$ cat config.mk
export PLATFORM = sky130hd
export DESIGN_NAME = paddle_pos_filter
export DESIGN_NICKNAME = d
export VERILOG_FILES = /design/src/rtl/paddle_pos_filter.sv
export SDC_FILE = /design/constraint.sdc
export NUM_CORES = 1
export LEC_CHECK = 0
export BUFFER_PORTS_ARGS = -buffer_cell sky130_fd_sc_hd__buf_2
export CAP_MARGIN = 10
export CORE_UTILIZATION = 60
export DETAILED_ROUTE_END_ITERATION = 8
export HOLD_SLACK_MARGIN = 0.12
export PLACE_DENSITY_LB_ADDON = 0.12
export SYNTH_ARGS = -nofsm -noshare
export SYNTH_HDL_FRONTEND = slang
export SYNTH_SLANG_ARGS = --single-unit
$ cat constraint.sdc
create_clock -name CLOCK_50MHz -period 9.3 [get_ports CLOCK_50MHz]
set_input_delay 1.86 -clock CLOCK_50MHz [delete_from_list [all_inputs] [get_ports CLOCK_50MHz]]
set_output_delay 1.86 -clock CLOCK_50MHz [all_outputs]
set_load 0.01 [all_outputs]
$ cat src/rtl/paddle_pos_filter.sv
// Paddle position filter: BUSY-synchronised capture, block averaging, scaling
// to 0..Y_MAX and deadband. Optional stall watchdog when ADC_WATCHDOG_EN is defined.
module paddle_pos_filter #(
  parameter int AVG_LOG2    = 3,
  parameter int Y_MAX       = 440,
  parameter int DEADBAND    = 2,
  parameter int WDOG_CYCLES = 5000000
) (
  input  logic        CLOCK_50MHz,
  input  logic        RESET_n,
  input  logic        BUSY,
  input  logic [11:0] DATA_AD0,
  input  logic [11:0] DATA_AD1,
  output logic [9:0]  PADDLE0_Y,
  output logic [9:0]  PADDLE1_Y,
  output logic        POS_VALID,
  output logic        ADC_STALL
);

  localparam int                    ACC_W    = 12 + AVG_LOG2;
  localparam logic [9:0]            Y_CENTER = 10'(Y_MAX / 2);
  localparam logic [AVG_LOG2-1:0]   CNT_LAST = '1;
  localparam logic signed [10:0]    DB       = 11'(DEADBAND);

  typedef enum logic [2:0] {IDLE, ACCUM, SCALE0, SCALE1, UPDATE} state_t;

  state_t              state, state_next;
  logic                busy_s1, busy_s2, busy_hist;
  logic                fall_det;
  logic                pending;
  logic [ACC_W-1:0]    acc0, acc1;
  logic [AVG_LOG2-1:0] cnt;
  logic [9:0]          y0;
  logic [11:0]         mult_a;
  logic [21:0]         mult_p;
  logic [9:0]          y_scaled;
  logic                stall_hold;
  logic                stall_force;
  logic                wd_pulse;

  assign fall_det = busy_hist & ~busy_s2;

  // One multiplier serves both channels; SCALE1 selects channel 1.
  assign mult_a   = (state == SCALE1) ? acc1[ACC_W-1:AVG_LOG2] : acc0[ACC_W-1:AVG_LOG2];
  assign mult_p   = 22'(mult_a) * 22'(Y_MAX + 1);
  assign y_scaled = 10'(mult_p >> 12);

  function automatic logic [9:0] deadband(input logic [9:0] y_new, input logic [9:0] cur);
    logic signed [10:0] diff;
    diff = $signed({1'b0, y_new}) - $signed({1'b0, cur});
    if ((diff > DB) || (diff < -DB))
      return y_new;
    else
      return cur;
  endfunction

  always_ff @(posedge CLOCK_50MHz or negedge RESET_n) begin
    if (!RESET_n)
      state <= IDLE;
    else
      state <= state_next;
  end

  always_comb begin
    state_next = state;
    case (state)
      IDLE:    if (pending) state_next = ACCUM;
      ACCUM:   state_next = (cnt == CNT_LAST) ? SCALE0 : IDLE;
      SCALE0:  state_next = SCALE1;
      SCALE1:  state_next = UPDATE;
      UPDATE:  state_next = IDLE;
      default: state_next = IDLE;
    endcase
    if (stall_hold)
      state_next = IDLE;
  end

  always_ff @(posedge CLOCK_50MHz or negedge RESET_n) begin
    if (!RESET_n) begin
      busy_s1   <= 1'b1;
      busy_s2   <= 1'b1;
      busy_hist <= 1'b1;
      pending   <= 1'b0;
      acc0      <= '0;
      acc1      <= '0;
      cnt       <= '0;
      y0        <= '0;
      PADDLE0_Y <= Y_CENTER;
      PADDLE1_Y <= Y_CENTER;
    end else begin
      busy_s1   <= BUSY;
      busy_s2   <= busy_s1;
      busy_hist <= busy_s2;
      // A new edge wins over consumption; an edge while already pending is lost.
      pending   <= fall_det | (pending & ~(state == IDLE));
      case (state)
        ACCUM: begin
          acc0 <= acc0 + ACC_W'(DATA_AD0);
          acc1 <= acc1 + ACC_W'(DATA_AD1);
          cnt  <= cnt + AVG_LOG2'(1);
        end
        SCALE0: y0 <= y_scaled;
        SCALE1: begin
          PADDLE0_Y <= deadband(y0, PADDLE0_Y);
          PADDLE1_Y <= deadband(y_scaled, PADDLE1_Y);
        end
        UPDATE: begin
          acc0 <= '0;
          acc1 <= '0;
          cnt  <= '0;
        end
        default: ;
      endcase
      if (stall_hold) begin
        acc0 <= '0;
        acc1 <= '0;
        cnt  <= '0;
      end
      if (stall_force) begin
        PADDLE0_Y <= Y_CENTER;
        PADDLE1_Y <= Y_CENTER;
      end
    end
  end

  assign POS_VALID = (state == UPDATE) | wd_pulse;

`ifdef ADC_WATCHDOG_EN
  localparam logic [22:0] WDOG_LIMIT = 23'(WDOG_CYCLES);

  logic [22:0] wdog_cnt;
  logic        stall, stall_d;

  // Counter parks at the limit while stalled; the next edge restarts everything.
  always_ff @(posedge CLOCK_50MHz or negedge RESET_n) begin
    if (!RESET_n) begin
      wdog_cnt <= '0;
      stall    <= 1'b0;
      stall_d  <= 1'b0;
      wd_pulse <= 1'b0;
    end else begin
      stall_d  <= stall;
      wd_pulse <= stall_force;
      if (fall_det) begin
        wdog_cnt <= '0;
        stall    <= 1'b0;
      end else begin
        if (wdog_cnt != WDOG_LIMIT)
          wdog_cnt <= wdog_cnt + 23'd1;
        if (wdog_cnt == WDOG_LIMIT)
          stall <= 1'b1;
      end
    end
  end

  assign stall_hold  = stall;
  assign stall_force = stall & ~stall_d;
  assign ADC_STALL   = stall;
`else
  assign stall_hold  = 1'b0;
  assign stall_force = 1'b0;
  assign wd_pulse    = 1'b0;
  // No watchdog: constant-false expression keeps ADC_STALL low.
  assign ADC_STALL   = (WDOG_CYCLES < 0);
`endif

endmodule

==> impl_results.md <==
- Dominant cell type by area after synthesis: dfrtp_1
- Vias per cell: 5.70
- Multi-input logic area: ~4200 sq um
- Hold Crit Start: busy_s1
- Hold Path Stages: 0
- Syn_area_per_cell: 9.58 sq um
- First-pass GRT wire length: 23300 um
- Nets@finish: 860
- Sequential fraction of the synthesis area: 0.268
- Finished Core Util: 0.669
- Row count: 37
- Clock Skew: approximately 0.015 ns
- Post-Route WL: 13400 um
- Tmin final: 8.60 ns
- Die Span Y: 105 um
- Post-synth top cells: 94 x ha_1, 91 x inv_1, 65 x nand2_1, 54 x dfrtp_1, 39 x o21ai_0
- Crit path arrival time: 8.83 ns
- R2r setup slk: 0.70 ns
- GR Util met2: 0.476
- Ys flop type: dfrtp_1
- Antenna cell count: 0
- Hold_buf cts: 0
- Final Slew Violations: 0
- Fill cell count: 874
- Fraction of registers with async set/reset: 1.00
- CP Launch Type: flop
- Critical Path RT: 9.53 ns
- Kind of critical path: flop to flop
- GRT overflow: 0
- Setup crit end kind: flop
- Syn-to-layout area delta: 9.03%
- Layout cells sized above 1: 0.153
- Reg clk slew, reported paths: 0.07 ns
- Residual DRC: 0
- Input/output buffers: 45
- Synth unique cells: 63
- TritonCTS Buffers: 9
- RD Place Congestion: slightly below 0.9
- Top cells by area, synth: dfrtp_1 21%, ha_1 19%, fa_1 9.8%
- H-tree depth reported by CTS: 3
- CTS Buffer Depth: 2
- Die area: 10900 sq um
- Cells after Synth: roughly 660
- Netlist Area Pre-Place: 6310 sq um
- GR Util All Layers: 0.266
- Max Clk Rate: 116 MHz
- Routed Antenna Nets: 0
- Initial antenna violation count: 0
- Cts repair resizes: 0
- R2R Path Start: state[2]
- Met3 Use GR: 0.0338
- Count leader, synth: ha_1
- Final hold vios: 0
- Worst-margin pin slew: 0.851 ns
- GR Layer Usage met1: 0.340
- Largest net degree at the start of global routing: 68
- CTS Sinks: 67
- Crit path max-delay cell type: mux2i_1
- Setup TNS: 0 ns
- Clock root cell: clkbuf_8
- Detailed-router iteration count before antenna repair: 5
- Final setup viols: 0
- Routed vias: 4836
- Worst R2R End: PADDLE1_Y[8]
- Unrepaired setup endpoints after global routing: false
- Gr busiest metal: met2
- Initial DRC Count: between 200 and 250
- Half-perimeter wire length after placement: 10700 um
- Number of global-route vias before repair: between 5000 and 6000
- MaxCap Viol Count: 0
- I/O pin count: 49
- Postcts setup bufs: 0
- Crit share post-route: 0.924
- Core area: 10300 sq um
- Rel. slew slack: 0.433
- CP max stage delay: approximately 0.57 ns
- Yosys synthesis warning count: 0
- Post-synth EDFFs: 0
- Min-delay worst type: flop to flop
- DR WL/cell: 15.8 um
- Critical path peak fanout: 12
- Status: complete, no violations
- Register Area: 1690 sq um
- FF-to-FF path depth: 30
- Yosys top cell area share: 0.214
- Synth Register Bits: 67
- Critical path's most frequent cell: inv_1
- CTS tree: built
- DIE WIDTH: 105 um
- Clock Latency Late Sink: 0.35 ns
- Starting Density: 0.614
- Hold endpoint: busy_s2
through the flow:
step	instances	hold slack (ns)	instance area (sq um)	setup WS, ns
after floorplan	660	0.345	6310	1.47
after global placement	833	0.350	6680	1.08
after detailed placement	833	0.352	6680	0.729
after CTS	849	0.362	6880	0.700
after global routing	849	0.363	6880	0.116
final	849	0.361	6880	0.702
layer usage:
| metal | wire length [um] | vias to the layer above |
|---|---|---|
| li1 | - | 2372 |
| met1 | 6040 | 2349 |
| met2 | 6730 | 95 |
| met3 | 402 | 20 |
| met4 | 245 | 0 |
| met5 | 0 | - |
area by class of cell:
type	count	share of cell area
Tap cell	136	0.0247
Clock buffer	14	0.0237
Inverter	92	0.0502
Timing Repair Buffer	48	0.0360
Sequential cell	67	0.246
Clock inverter	2	0.00510
Multi-Input combinational cell	490	0.614
logic make-up (layout without fill, tap and decap cells):
family,Yosys count,count (layout),share of synthesized area
muxes,38,38,0.0649
other,1,3,0.000595
DFF,67,67,0.268
adders and majority gates,125,125,0.285
xor gates and xnor gates,45,45,0.0625
buffers and inverters,103,156,0.0633
and+or+nand+nor,150,150,0.114
AOI/OAI and AO/OA,129,129,0.141
how the worst max path moves through the flow:
stage                         to     start  slack, ns  cells after the start
global placement    PADDLE1_Y[8]  state[2]       1.08                     30
CTS                 PADDLE1_Y[8]  state[2]       0.70                     30
detailed placement  PADDLE1_Y[8]  state[2]       0.73                     30
finish              PADDLE1_Y[8]  state[2]       0.70                     30
global route        PADDLE1_Y[5]  state[1]       0.12                     30
floorplan           PADDLE1_Y[5]  state[2]       1.47                     31
registers in the layout, summed over array words and instances (netlist names):
| signal | cells |
|---|---|
| state | 3 |
| acc1 | 15 |
| y0 | 9 |
| busy_s1 | 1 |
| busy_hist | 1 |
| cnt | 3 |
| PADDLE1_Y | 9 |
| pending | 1 |
| PADDLE0_Y | 9 |
| busy_s2 | 1 |
| acc0 | 15 |
layout by cell type (no fill, tap or decap), drive strengths merged, types with 5 or more instances in the layout:
cell    instances
nand3           8
a21o           10
nor3           11
a21oi          21
ha             94
nand2b          6
or2             5
fa             31
mux2i          15
mux2           23
xnor2          26
nor2           28
dfstp          13
inv            91
clkbuf         14
or3             7
o21ai          41
nor2b           5
a21boi          6
and3            5
xor2           19
buf            48
dfrtp          54
nand2          65
o31ai           8
worst max-delay path, delay by kind of cell, from the launching register on:
family,cells,cell delay (ns)
buf+inv,6,0.84
flops,1,0.43
xor+xnor,2,0.46
compound gates,9,1.99
mux,2,0.95
simple gates,5,1.09
fa+ha+maj,6,2.71
Power is not shown: default switching activity piles up to over one toggle a cycle in this logic, so the estimate is an artifact.
